## src/rtl/instr_pkg.sv

```systemverilog
// Shared types for the instruction issuer: the 9-bit decoder instruct word and the issue FSM states.
package instr_pkg;

  localparam int unsigned SEL_W = 3;
  localparam int unsigned OP_W  = 3;

  // Field order matches the decoder's instruct bus: op[8:6], dst[5:3], src[2:0]
  typedef struct packed {
    logic [OP_W-1:0]  op;
    logic [SEL_W-1:0] dst;
    logic [SEL_W-1:0] src;
  } instr_t;

  localparam int unsigned INSTR_W = $bits(instr_t);

  localparam instr_t INSTR_NOP = '0;

  typedef enum logic {
    IDLE,
    HOLD
  } state_t;

endpackage

```

## src/rtl/instr_fifo.sv

```systemverilog
// Show-ahead FIFO with a separate occupancy count so full and empty are never ambiguous.
module instr_fifo #(
  parameter int unsigned DEPTH = 4,
  parameter int unsigned WIDTH = 17
) (
  input  logic                     clk,
  input  logic                     rst,
  input  logic                     clear,
  input  logic                     push,
  input  logic                     pop,
  input  logic [WIDTH-1:0]         wdata,
  output logic [WIDTH-1:0]         rdata,
  output logic                     full,
  output logic                     empty,
  output logic [$clog2(DEPTH):0]   count
);

  localparam int unsigned PTR_W = $clog2(DEPTH);
  localparam int unsigned CNT_W = PTR_W + 1;

  logic [WIDTH-1:0] mem [DEPTH];
  logic [PTR_W-1:0] wr_ptr;
  logic [PTR_W-1:0] rd_ptr;
  logic             do_push;
  logic             do_pop;

  assign full    = (count == CNT_W'(DEPTH));
  assign empty   = (count == '0);
  assign do_push = push && !full && !clear;
  assign do_pop  = pop && !empty && !clear;
  assign rdata   = mem[rd_ptr];

  // Storage carries no reset; validity is tracked by the pointers and count
  always_ff @(posedge clk) begin
    if (do_push) begin
      mem[wr_ptr] <= wdata;
    end
  end

  always_ff @(posedge clk) begin
    if (rst || clear) begin
      wr_ptr <= '0;
      rd_ptr <= '0;
      count  <= '0;
    end else begin
      if (do_push) begin
        wr_ptr <= wr_ptr + PTR_W'(1);
      end
      if (do_pop) begin
        rd_ptr <= rd_ptr + PTR_W'(1);
      end
      case ({do_push, do_pop})
        2'b10:   count <= count + CNT_W'(1);
        2'b01:   count <= count - CNT_W'(1);
        default: count <= count;
      endcase
    end
  end

endmodule

```

## src/rtl/instruction_issuer.sv

```systemverilog
// Queue-driven issuer: buffers instruction fields and drives each packed word onto the
// decoder's instruct bus for max(hold,1) cycles, back-to-back when more work is queued.
module instruction_issuer
  import instr_pkg::*;
#(
  parameter int unsigned DEPTH  = 4,
  parameter int unsigned HOLD_W = 8
) (
  input  logic                     clk,
  input  logic                     rst,
  input  logic                     flush,
  input  logic                     in_valid,
  output logic                     in_ready,
  input  logic [SEL_W-1:0]         in_src,
  input  logic [SEL_W-1:0]         in_dst,
  input  logic [OP_W-1:0]          in_op,
  input  logic [HOLD_W-1:0]        in_hold,
  output logic [INSTR_W-1:0]       instruct,
  output logic                     issue_busy,
  output logic                     issue_pulse,
  output logic [$clog2(DEPTH):0]   fifo_count
);

  localparam int unsigned ENTRY_W = INSTR_W + HOLD_W;

  instr_t              in_word;
  instr_t              head_word;
  logic [HOLD_W-1:0]   head_hold;
  logic [ENTRY_W-1:0]  head_entry;
  logic                fifo_full;
  logic                fifo_empty;
  logic                push;
  logic                pop;

  state_t              state_q;
  state_t              state_d;
  instr_t              instr_q;
  instr_t              instr_d;
  logic                busy_d;
  logic                pulse_d;
  logic [HOLD_W-1:0]   cnt_q;
  logic [HOLD_W-1:0]   cnt_d;

  assign in_word  = {in_op, in_dst, in_src};
  assign in_ready = !fifo_full;
  assign push     = in_valid && in_ready && !flush;
  assign {head_word, head_hold} = head_entry;
  assign instruct = instr_q;

  instr_fifo #(
    .DEPTH (DEPTH),
    .WIDTH (ENTRY_W)
  ) u_fifo (
    .clk   (clk),
    .rst   (rst),
    .clear (flush),
    .push  (push),
    .pop   (pop),
    .wdata ({in_word, in_hold}),
    .rdata (head_entry),
    .full  (fifo_full),
    .empty (fifo_empty),
    .count (fifo_count)
  );

  // Next-state and output decode; a zero hold loads the counter as if hold were 1
  always_comb begin
    state_d = state_q;
    instr_d = instr_q;
    busy_d  = issue_busy;
    pulse_d = 1'b0;
    cnt_d   = cnt_q;
    pop     = 1'b0;

    if (flush) begin
      state_d = IDLE;
      instr_d = INSTR_NOP;
      busy_d  = 1'b0;
      cnt_d   = '0;
    end else begin
      case (state_q)
        IDLE: begin
          if (!fifo_empty) begin
            pop     = 1'b1;
            instr_d = head_word;
            cnt_d   = (head_hold == '0) ? '0 : head_hold - HOLD_W'(1);
            pulse_d = 1'b1;
            busy_d  = 1'b1;
            state_d = HOLD;
          end
        end
        HOLD: begin
          if (cnt_q != '0) begin
            cnt_d = cnt_q - HOLD_W'(1);
          end else if (!fifo_empty) begin
            pop     = 1'b1;
            instr_d = head_word;
            cnt_d   = (head_hold == '0) ? '0 : head_hold - HOLD_W'(1);
            pulse_d = 1'b1;
          end else begin
            instr_d = INSTR_NOP;
            busy_d  = 1'b0;
            state_d = IDLE;
          end
        end
        default: begin
          state_d = IDLE;
          instr_d = INSTR_NOP;
          busy_d  = 1'b0;
          cnt_d   = '0;
        end
      endcase
    end
  end

  always_ff @(posedge clk) begin
    if (rst) begin
      state_q     <= IDLE;
      instr_q     <= INSTR_NOP;
      issue_busy  <= 1'b0;
      issue_pulse <= 1'b0;
      cnt_q       <= '0;
    end else begin
      state_q     <= state_d;
      instr_q     <= instr_d;
      issue_busy  <= busy_d;
      issue_pulse <= pulse_d;
      cnt_q       <= cnt_d;
    end
  end

endmodule

```

## config.mk

```make
export PLATFORM = sky130hd
export DESIGN_NAME = instruction_issuer
export DESIGN_NICKNAME = d
export VERILOG_FILES = /design/src/rtl/instr_pkg.sv /design/src/rtl/instr_fifo.sv /design/src/rtl/instruction_issuer.sv
export SDC_FILE = /design/constraint.sdc
export NUM_CORES = 1
export LEC_CHECK = 0
export CORE_MARGIN = 4
export CORE_UTILIZATION = 25
export CTS_BUF_LIST = sky130_fd_sc_hd__clkbuf_8
export DETAILED_ROUTE_END_ITERATION = 16
export GPL_TIMING_DRIVEN = 0
export SLEW_MARGIN = 5
export SYNTH_ARGS = -nofsm -noshare
export SYNTH_HDL_FRONTEND = slang
export SYNTH_SLANG_ARGS = --single-unit
```

## constraint.sdc

```tcl
create_clock -name clk -period 4.1 [get_ports clk]
set_input_delay 0.82 -clock clk [delete_from_list [all_inputs] [get_ports clk]]
set_output_delay 0.82 -clock clk [all_outputs]
set_load 0.02 [all_outputs]
```

======== Yosys cells after proc, flatten, opt, wreduce, memory -nomap -nowiden ========
Memory sizes are Yosys's and may differ from the RTL's. A register that Yosys moved wholly into a read port is not among the register bits.
Cells that the tools add are included.
word-level totals
  bits in registers ....................... 27
  memory bits (writable) .................. 68
  bits of input ports ..................... 21
  output and inout bits ................... 15
  memories kept ........................... 1
memory list
  name        words  width  rd ports  clocked after Yosys merged registers in  wr ports  line              source
  u_fifo.mem  4      17     1         1                                        1         instr_fifo.sv:21  logic [WIDTH-1:0] mem [DEPTH];
operators by class
  add/sub/neg operators ................... 6
  equality and inequality tests ........... 6
  multiplexer cells ....................... 23
  bitwise logic cells ..................... 1
  reduce and logical (&&, ||, !) cells .... 17
operators by type and width
  operator               number
  $mux W9                3
  $mux W8                3
  $pmux W9 S2            1
  $pmux W8 S2            1
  $sub A8 B1 Y8 const B  2
  $mux W1                9
  $logic_not A8 Y1       1
  $reduce_bool A8 Y1     1
  $logic_and A1 B1 Y1    6
  $ne A2 B2 Y1 const B   3
  $pmux W1 S2            3
  $pmux W3 S2            1
  $add A2 B1 Y2 const B  2
  $mux W2                2
  $add A3 B1 Y3 const B  1
  $eq A3 B3 Y1 const B   1
  $logic_not A1 Y1       3
  $logic_not A3 Y1       1
  $reduce_and A3 Y1      1
  $sub A3 B1 Y3 const B  1
  $eq A2 B1 Y1 const B   1
  $eq A2 B2 Y1 const B   1
  $reduce_and A2 Y1      1
  $reduce_bool A2 Y1     1
  other kinds (3)        3

======== Longest topological paths before layout ========
Gate-level depths: netlist of run 1.
  depth after elaboration ................. 9
  depth in mapped cells ................... 11
  mapped depth without buffers ............ 11

======== Modules after synthesis ========
From an unflattened synthesis of run 1, not the netlist that was laid out.
unflattened totals
  cells, all modules ...................... 262
  area, all modules ....................... 4,021.4 sq um
modules (own cells, without submodules)
  module              times used  cells each  area each (sq um)
  instr_fifo          1           144         2,952.8
  instruction_issuer  1           118         1,068.5

======== Least setup slack after synthesis of run 1 ========
OpenSTA, ideal clock, no wires.
  path type ............................... flip-flop to flip-flop
  start point ............................. register cnt_q[2]
  end point ............................... register u_fifo.count[2]
  setup time .............................. 71 ps
  arrival ................................. 2,825 ps
  data required time ...................... 4,029 ps
  path slack .............................. 1,204 ps
  stages on the path, launching flop included .. 11
  clock period less this slack ............ 2,896 ps
  path through ............................ dfxtp_1 nor4_1 a31oi_1 buf_2 nor3_1 ha_1 inv_1 fa_1 xor2_1 or3_1 a21oi_1
on the way
  word-level cells in the longest chain between the ends .. 8
ends and longest elaborated chain
  element                                                   line                       source
  from (decl)                                               instruction_issuer.sv:41   logic [HOLD_W-1:0] cnt_q;
  from (signal assigned)                                    instruction_issuer.sv:128  cnt_q <= cnt_d;
  $reduce_bool A8 Y1 (*)                                    instruction_issuer.sv:93   if (cnt_q != '0) begin
  $mux W1 (*)                                               instruction_issuer.sv:93
  $pmux W1 S2 (*)                                           instruction_issuer.sv:81   case (state_q)
  $mux W1 (*)                                               instruction_issuer.sv:75   if (flush) begin
  $logic_and A1 B1 Y1 (*) (2 in series)                     instr_fifo.sv:30           assign do_pop = pop && !empty && !clear;
  net u_fifo.do_pop                                         instr_fifo.sv:25           logic do_pop;
  $eq A2 B1 Y1 / $eq A2 B2 Y1 (equally long branches)       instr_fifo.sv:52           case ({do_push, do_pop})
  $pmux W3 S2 / $reduce_bool A2 Y1 (equally long branches)  --
  to (signal assigned)                                      instr_fifo.sv:53           2'b10: count <= count + CNT_W'(1);
  to (signal assigned)                                      instr_fifo.sv:54           2'b01: count <= count - CNT_W'(1);
  to (signal assigned)                                      instr_fifo.sv:55           default: count <= count;
  to (decl)                                                 instr_fifo.sv:15           output logic [$clog2(DEPTH):0] count
The timed path passes the listed nets; every way through them passes the cells marked *.
A chain may end at the register's enable or synchronous reset.

======== Worst setup path in the final report of run 1 ========
Ends and elaborated chain as after synthesis.

==> results of run 1 <==
state kept, by name (all words and copies together) (netlist names), named ones only:
signal         count
u_fifo.count       3
cnt_q              8
u_fifo.wr_ptr      2
state_q            1
instruct           9
issue_busy         1
u_fifo.mem        68
u_fifo.rd_ptr      2
issue_pulse        1
cell usage in the layout (no fill, tap or decap), types with 3 or more instances in the layout:
| cell type | instances |
|---|---|
| edfxtp_1 | 68 |
| nor2_1 | 23 |
| nand2_1 | 10 |
| dfxtp_1 | 29 |
| and2_1 | 4 |
| xnor2_1 | 5 |
| ha_1 | 9 |
| a21oi_1 | 7 |
| clkdlybuf4s50_1 | 35 |
| a22o_1 | 10 |
| nand3_1 | 3 |
| clkbuf_8 | 9 |
| a31oi_1 | 6 |
| mux4_2 | 13 |
| nor3_1 | 8 |
| buf_2 | 3 |
| inv_1 | 13 |
| or3_1 | 3 |
| xor2_1 | 3 |
| o21ai_0 | 8 |
| clkbuf_1 | 4 |
| mux4_1 | 4 |
metrics by stage:
stage / setup WS [ns] / std cells / total power [uW] / hold WS (ns)
after floorplan: 1.20 / 259 / 1160 / 0.469
after global placement: 0.613 / 505 / 1200 / 0.472
after detailed placement: 0.751 / 505 / 1210 / 0.469
after CTS: 0.726 / 521 / 1830 / 0.502
after global routing: 0.422 / 521 / 1880 / 0.522
final: 0.692 / 521 / 1810 / 0.498
power groups by stage:
stage / Sequential (uW) / Combinational (uW) / Clock, uW
floorplan: 1100 / 59.6 / 0
global placement: 1090 / 110 / 0
detailed placement: 1090 / 114 / 0
CTS: 1070 / 114 / 645
global route: 1070 / 125 / 681
finish: 1070 / 113 / 626
routing by layer:
layer	vias to the layer above	global-route usage [%]	part of all wire, %
li1	1095	-	-
met4	0	2.74	1.3
met3	10	3.02	5.2
met5	-	0	0
met2	64	14.9	48
met1	1131	11.6	45
cell families (layout without fill, tap and decap cells):
| logic type | Yosys count | count (layout) | share of synthesized area [%] |
|---|---|---|---|
| simple gates | 65 | 65 | 8.28 |
| fa+ha+maj | 10 | 10 | 3.36 |
| mux | 18 | 18 | 10.4 |
| buf+inv | 21 | 72 | 2.28 |
| xor+xnor | 8 | 8 | 1.78 |
| compound gates | 40 | 40 | 7.42 |
| flops | 97 | 97 | 66.5 |
cells in the mapped netlist (3+ instances only):
cell and count:
clkbuf_1 4, nor3_1 8, a22o_1 10, mux4_2 13, ha_1 9, nand3_1 3, edfxtp_1 68, mux4_1 4
xor2_1 3, dfxtp_1 29, nor2_1 23, nand2_1 10, inv_1 13, a21oi_1 7, xnor2_1 5, a31oi_1 6
o21ai_0 8, and2_1 4, or3_1 3, buf_2 3
worst paths after layout:
kind	cells past startpoint	to	slack [ns]
setup reg to reg	10	u_fifo.count[2]$_SDFFE_PP0P_	0.69
hold reg to reg	1	instruct[2]$_SDFFE_PP0P_	0.50
hold / removal	1	instruct[2]$_SDFFE_PP0P_	0.50
setup / recovery	10	u_fifo.count[2]$_SDFFE_PP0P_	0.69
worst max-delay path, delay by kind of cell, from the launching register on:
family | cells | cell delay [ns]
AND/OR/NAND/NOR | 3 | 1.47
XOR/XNOR | 1 | 0.15
AO/OA/AOI/OAI | 2 | 0.44
flip-flops | 1 | 0.36
adder cells (fa/ha/maj) | 2 | 0.61
buffers and inverters | 2 | 0.33
area by class of cell:
type                       count  share of cell area, %
multi-input combinational    141                   25.9
timing repair buffer          35                   7.35
clock buffer                   9                   2.60
inverter                      13                   1.02
buffer                         8                  0.866
clock inverter                 7                   1.68
tap                          211                   5.54
sequential                    97                   55.0
==> flow_summary.toml, run 1 <==
[power]
power.share.clock_pct = 34.6
pwr-share-comb_pct = 6.2
p_leak_uw = 0.00152
p_switching_uw = 408
swShare_pct = 22.5
ir_drop_mv = 0.235
seqPwrFrac_pct = 59.2
p_int_uw = 1400
powerDensity_mw_per_mm2 = 380

[clocking]
clockBufferDepth = 2
cts_inserted_buffers = 9
clk_pin_slew_ns = 0.10
clkSinkCount = 97
postCtsSetupRepairBufs = 0
post_cts_resized = 0
ctsHoldBuffers = 0
worstSkewPairLatency_ns = 0.37
cts_tree = "built"
htree_levels = 3
root_buffer = "clkbuf_8"

[placed_design]
gp_congestion = 0.692
dp_hpwl_um = 5130
place_area_mm2 = 0.00456
port_buffers = 35

[critical_path]
crit_type = "reg2reg"
crit_start = "cnt_q[2]$_SDFF_PP0_"
crit_arrival_ns = 3.71
rr_startpoint = "cnt_q[2]$_SDFF_PP0_"
slowest_delay_ns = 0.88
cpMaxStageDelayCell = "nor4_1"
required_ns = 4.40
path_max_fanout = 10
crit_path_start_kind = "register"
end_kind = "register"
crit_path_cell_trace = "nor4_1 > a31oi_1 > buf_2 > nor3_1 > ha_1 > inv_1 > fa_1 > xor2_1 > or3_1 > a21oi_1"

[layout]
nets = 336
syn_to_final_growth_pct = 20.9
seq_area_mm2 = 0.00262
drive_gt1_share_pct = 13.2
fillers = 1544
final_core_util_pct = 31.1
multi_input_area_mm2 = 0.00124
diodes = 0
final_cell_area_mm2 = 0.00477

[synthesis]
synthFlopType = "edfxtp_1"
synth_cell_types = 42
ys_seq_elements = 97
yosysTopAreaCell = "edfxtp_1"
syn-num-nets = 290
synth_area_mm2 = 0.00394
syn_area_per_cell_um2 = 15.2
synth_edf_count = 68
ys.warnings.count = 0
ys_top_cells_by_area = "edfxtp_1 52%, dfxtp_1 15%, mux4_2 7.4%"
netlist.area_leader.share_pct = 51.8
yosysSeqAreaShare_pct = 66.5
syn_inst = 259
ys_async_sr_fraction_pct = 0

[sta]
relSlewSlack_pct = 32.3
setup_violations = 0
fmax_ghz = 0.293
drv_slew = 0
period_share_pct = 83.1
tightest_slew_ns = 1.01
clock_skew_ns = 0.0154
setup_tns_ns = 0
rsz0062_at_grt = "false"
period_needed_ns = 3.41
hold_violations = 0

[global_route]
antenna_found_initial = 0
grt_max_degree = 18
grt.overflow.total = 0
grt_pass1_wl_um = 12600
grt_usage_pct = 9.14
grt_pass1_vias = 2423

[routing]
routed_wl_um = 7730
ant_nets = 0
drc = 0
wire_per_inst_um = 14.8
via_per_inst = 4.41
drtPass1Iterations = 4
vias = 2300
drt_iter0_drc = 150

[die]
fp-row-count = 45
fp.dieArea_mm2 = 0.0178
die_h_um = 134
chipWidth_um = 134
initial_utilization_pct = 25.8
pin_count = 36
core_mm2 = 0.0153

[job]
maxCapViolations = 0

[hold_path]
hp-start = "instruct[2]$_SDFFE_PP0P_"
hold_class = "reg2reg"

[run_status]
status = "completed"
No activity file was read; power rests on OpenSTA's default activity.
==> run 2, diff against run 1 <==
Clock period 4.1 ns to 3.3 ns, I/O delays scaled along.
==> run 2 against run 1 <==
Effect of this change: die area did not move; cell area is 0.34% higher; fmax up 12%; worst setup slack lost 0.44 ns; critical path depth unchanged; flip-flop and latch count is the same; critical endpoint is now cnt_q[6]$_SDFF_PP0_.
==> flow_summary.toml, run 2 (synthesized netlist as in run 1, its figures left out) <==
[routing]
wire_per_inst_um = 14.9
drc = 0
ant_nets = 0
drtPass1Iterations = 4
via_per_inst = 4.38
drt_iter0_drc = 136
routed_wl_um = 7760
vias = 2282

[layout]
drive_gt1_share_pct = 13.9
top_register = "u_fifo.mem"
fillers = 1545
diodes = 0
layout_commonest_cell = "edfxtp_1"
multi_input_area_mm2 = 0.00125
seq_area_mm2 = 0.00262
final_cell_area_mm2 = 0.00478
final_cell_mix = "68 x edfxtp_1, 35 x clkdlybuf4s50_1, 29 x dfxtp_1"
largest_reg_flops = 68
syn_to_final_growth_pct = 21.3
nets = 336

[clocking]
htree_levels = 3
cts_tree = "built"
clockBufferDepth = 2
root_buffer = "clkbuf_8"
postCtsSetupRepairBufs = 0
clk_pin_slew_ns = 0.09
worstSkewPairLatency_ns = 0.37
cts_inserted_buffers = 9
clkSinkCount = 97

[hold_path]
hold_path_depth = 1
hold_class = "reg2reg"
min_to = "instruct[2]$_SDFFE_PP0P_"
hp-start = "instruct[2]$_SDFFE_PP0P_"

[sta]
tightest_slew_ns = 0.988
period_needed_ns = 3.05
setup_violations = 0
period_share_pct = 92.3
fin_ws_ns = 0.253
drv_slew = 0
holdWs_ns = 0.496
hold_violations = 0
clock_skew_ns = 0.0135
rsz0062_at_grt = "false"
relSlewSlack_pct = 34.1
setup_tns_ns = 0
fmax_ghz = 0.328

[die]
chipWidth_um = 134
die_h_um = 134
fp.dieArea_mm2 = 0.0178
initial_utilization_pct = 25.8
fp-row-count = 45
core_mm2 = 0.0153
pin_count = 36

[placed_design]
place_area_mm2 = 0.00456
port_buffers = 35
gp_congestion = 0.692
dp_hpwl_um = 5130
pre_cts_slack_ns = -0.0492

[run_status]
status = "completed"

[critical_path]
end_kind = "register"
crit_path_start_kind = "register"
crit_type = "reg2reg"
required_ns = 3.54
r2r_setup_slack_ns = 0.25
r2r-end = "cnt_q[6]$_SDFF_PP0_"
r2r_cells = 10
path_max_fanout = 10
crit_arrival_ns = 3.29

[global_route]
grt_pass1_vias = 2427
grt_pass1_wl_um = 12600
antenna_found_initial = 0
grt.overflow.total = 0
grt_max_degree = 18
grt_usage_pct = 9.15

[power]
ir_drop_mv = 0.292
p_leak_uw = 0.00153
powerDensity_mw_per_mm2 = 470
power.total_uw = 2250

[job]
maxCapViolations = 0
run 2: cell counts in the layout (fill, tap and decap cells not counted):
Identical to the previous run, type by type.
run 2: cell type report:
class	count	area share, %
plain buffers	8	0.889
repair buffers	35	7.32
clock inverters	7	1.67
flip-flops and latches	97	54.8
multi-input cells	141	26.2
clock buffers	9	2.59
well taps	211	5.52
inverters	13	1.02
run 2: power by group:
part / switching [uW] / leakage (uW) / internal (uW)
combinational: 76.0 / 0.000576 / 65.3
sequential: 9.92 / 0.000852 / 1320
clock: 420 / 0.000100 / 357
total: 506 / 0.00153 / 1740
run 2: repair_timing:
action / CTS / global route
hold buffers: 0 / 0
gates resized for setup: 2 / 1
setup endpoints to repair: 2 / 1
run 2: per-layer routing:
metal | track usage, % | vias to the layer above | wire length [um]
li1 | - | 1097 | -
met1 | 11.6 | 1132 | 3580
met2 | 14.9 | 46 | 3750
met3 | 3.02 | 7 | 354
met4 | 2.80 | 0 | 74
met5 | 0 | - | 0
run 2: per-stage QoR:
stage | util (%) | std cells
2_1_floorplan | - | 259
3_3_place_gp | 29.8 | 505
3_5_place_dp | 29.8 | 505
4_1_cts | 31.2 | 521
5_1_grt | 31.2 | 521
6_report | 31.2 | 521
run 2: critical path, cell delays in order (launching register included):
cell and delay, ns:
dfxtp_1 0.32, clkbuf_1 0.36, clkbuf_2 0.38, mux4_2 0.39, inv_1 0.10, ha_1 0.16
inv_1 0.07, or4_1 0.58, o21a_1 0.20, o21ai_0 0.24, a31oi_1 0.12
run 2: worst max-delay path by stage:
| stage | start | endpoint | depth (start not counted) |
|---|---|---|---|
| 2_1_floorplan | cnt_q[2]$_SDFF_PP0_ | u_fifo.count[2]$_SDFFE_PP0P_ | 10 |
| 3_3_place_gp | flush | instruct[0]$_SDFFE_PP0P_ | 5 |
| 3_5_place_dp | cnt_q[2]$_SDFF_PP0_ | u_fifo.count[2]$_SDFFE_PP0P_ | 10 |
| 4_1_cts | register | cnt_q[6]$_SDFF_PP0_ | 10 |
| 5_1_grt | register | cnt_q[6]$_SDFF_PP0_ | 10 |
| 6_report | register | cnt_q[6]$_SDFF_PP0_ | 10 |
==> run 3, diff against run 2 <==
Settings changed: MAX_ROUTING_LAYER from default to met4.
==> run 3 against run 2 <==
Effect of this change: sequential share of layout area unchanged; wire length up 0.34%; combinational power about the same; global-route usage up 0.28 points; die area unchanged; fmax about the same.
==> flow_summary.toml, run 3 (synthesized netlist as in run 1, its figures left out) <==
[placed_design]
dp_hpwl_um = 5130
port_buffers = 35
gp_congestion = 0.699
dp.cells = 505
pre_cts_slack_ns = -0.0492

[sta]
period_needed_ns = 3.05
clock_skew_ns = 0.0135
fmax_ghz = 0.328
hold_violations = 0
period_share_pct = 92.3
drv_slew = 0
tightest_slew_ns = 0.986
rsz0062_at_grt = "false"
fin_ws_ns = 0.254
relSlewSlack_pct = 34.2
setup_violations = 0

[power]
pwr-share-comb_pct = 6.3
ir_drop_mv = 0.292
p_int_uw = 1740
swShare_pct = 22.6
p_leak_uw = 0.00153
p_switching_uw = 509
power.total_uw = 2250
power.share.clock_pct = 34.6
powerDensity_mw_per_mm2 = 471
seqPwrFrac_pct = 59.1

[critical_path]
crit_path_cell_trace = "clkbuf_1 > clkbuf_2 > mux4_2 > inv_1 > ha_1 > inv_1 > or4_1 > o21a_1 > o21ai_0 > a31oi_1"
crit_path_start_kind = "register"
required_ns = 3.54
crit_type = "reg2reg"
crit_arrival_ns = 3.29
end_kind = "register"
r2r_setup_slack_ns = 0.25
cp_common_cell = "inv_1"
slowest_delay_ns = 0.58
path_max_fanout = 10
cpMaxStageDelayCell = "or4_1"

[routing]
routed_wl_um = 7780
ant_nets = 0
drtPass1Iterations = 4
drt_iter0_drc = 134
via_per_inst = 4.37
drc = 0
wire_per_inst_um = 14.9
vias = 2277

[layout]
fin_cells = 521
final_cell_mix = "68 x edfxtp_1, 35 x clkdlybuf4s50_1, 29 x dfxtp_1"
layout_commonest_cell = "edfxtp_1"
multi_input_area_mm2 = 0.00125
nets = 336
largest_reg_flops = 68
diodes = 0
fillers = 1545
syn_to_final_growth_pct = 21.3
drive_gt1_share_pct = 13.9
seq_area_mm2 = 0.00262
top_register = "u_fifo.mem"
final_core_util_pct = 31.2

[job]
maxCapViolations = 0

[clocking]
root_buffer = "clkbuf_8"
cts_inserted_buffers = 9
cts_tree = "built"
worstSkewPairLatency_ns = 0.37
ctsHoldBuffers = 0
htree_levels = 3
clkSinkCount = 97
clk_pin_slew_ns = 0.10
clockBufferDepth = 2

[die]
fp-row-count = 45
pin_count = 36
core_mm2 = 0.0153
fp.dieArea_mm2 = 0.0178
chipWidth_um = 134
die_h_um = 134
initial_utilization_pct = 25.8

[global_route]
grt_max_degree = 18
grt_pass1_vias = 2427
antenna_found_initial = 0
grt_pass1_wl_um = 12600
grt.overflow.total = 0
grt_usage_pct = 9.43

[hold_path]
hold_class = "reg2reg"

[run_status]
status = "completed"
run 3: critical path: cells and delay by family, from the launching register on:
family / cells / cell delay [ns]
buffers and inverters: 4 / 0.92
and+or+nand+nor: 1 / 0.58
AOI/OAI and AO/OA: 3 / 0.56
muxes: 1 / 0.39
DFF: 1 / 0.32
adders and majority gates: 1 / 0.16
run 3: path summary, 6_finish.rpt:
| check | startpoint | to | cells after the start |
|---|---|---|---|
| max | register | cnt_q[6]$_SDFF_PP0_ | 10 |
| min | instruct[2]$_SDFFE_PP0P_ | instruct[2]$_SDFFE_PP0P_ | 1 |
| max reg2reg | register | cnt_q[6]$_SDFF_PP0_ | 10 |
| min reg2reg | instruct[2]$_SDFFE_PP0P_ | instruct[2]$_SDFFE_PP0P_ | 1 |
run 3: timing repair:
item	in CTS	in global routing
endpoints found under the setup margin	2	1
pin swaps	0	0
setup buffers	0	0
resized for setup	2	1
gates cloned	0	0
run 3: layer usage:
layer | global-route usage [%] | wire, um | up-vias
met5 | - | 0 | -
met4 | 2.80 | 74 | 0
met3 | 2.87 | 336 | 7
met2 | 14.8 | 3740 | 48
met1 | 11.8 | 3630 | 1128
li1 | - | - | 1094
run 3: area by class of cell:
class	instances	share of cell area (%)
multi-input combinational	141	26.2
clock inverter	7	1.67
inverter	13	1.02
buffer	8	0.889
timing repair buffer	35	7.32
clock buffer	9	2.59
sequential	97	54.8
tap	211	5.52
run 3: power by group through the flow:
stage,Combinational [uW],Clock [uW],Sequential (uW)
floorplan,74.1,0,1360
global placement,137,0,1360
detailed placement,142,0,1360
CTS,142,801,1330
global route,157,846,1330
finish,142,779,1330
run 3: through the flow:
stage                     instance area, um^2  TNS [ns]  hold WS [ns]
after floorplan                          3940         0         0.469
after global placement                   4560    -0.198         0.472
after detailed placement                 4560   -0.0492         0.469
after CTS                                4770         0         0.502
after global routing                     4780         0         0.522
final                                    4780         0         0.496
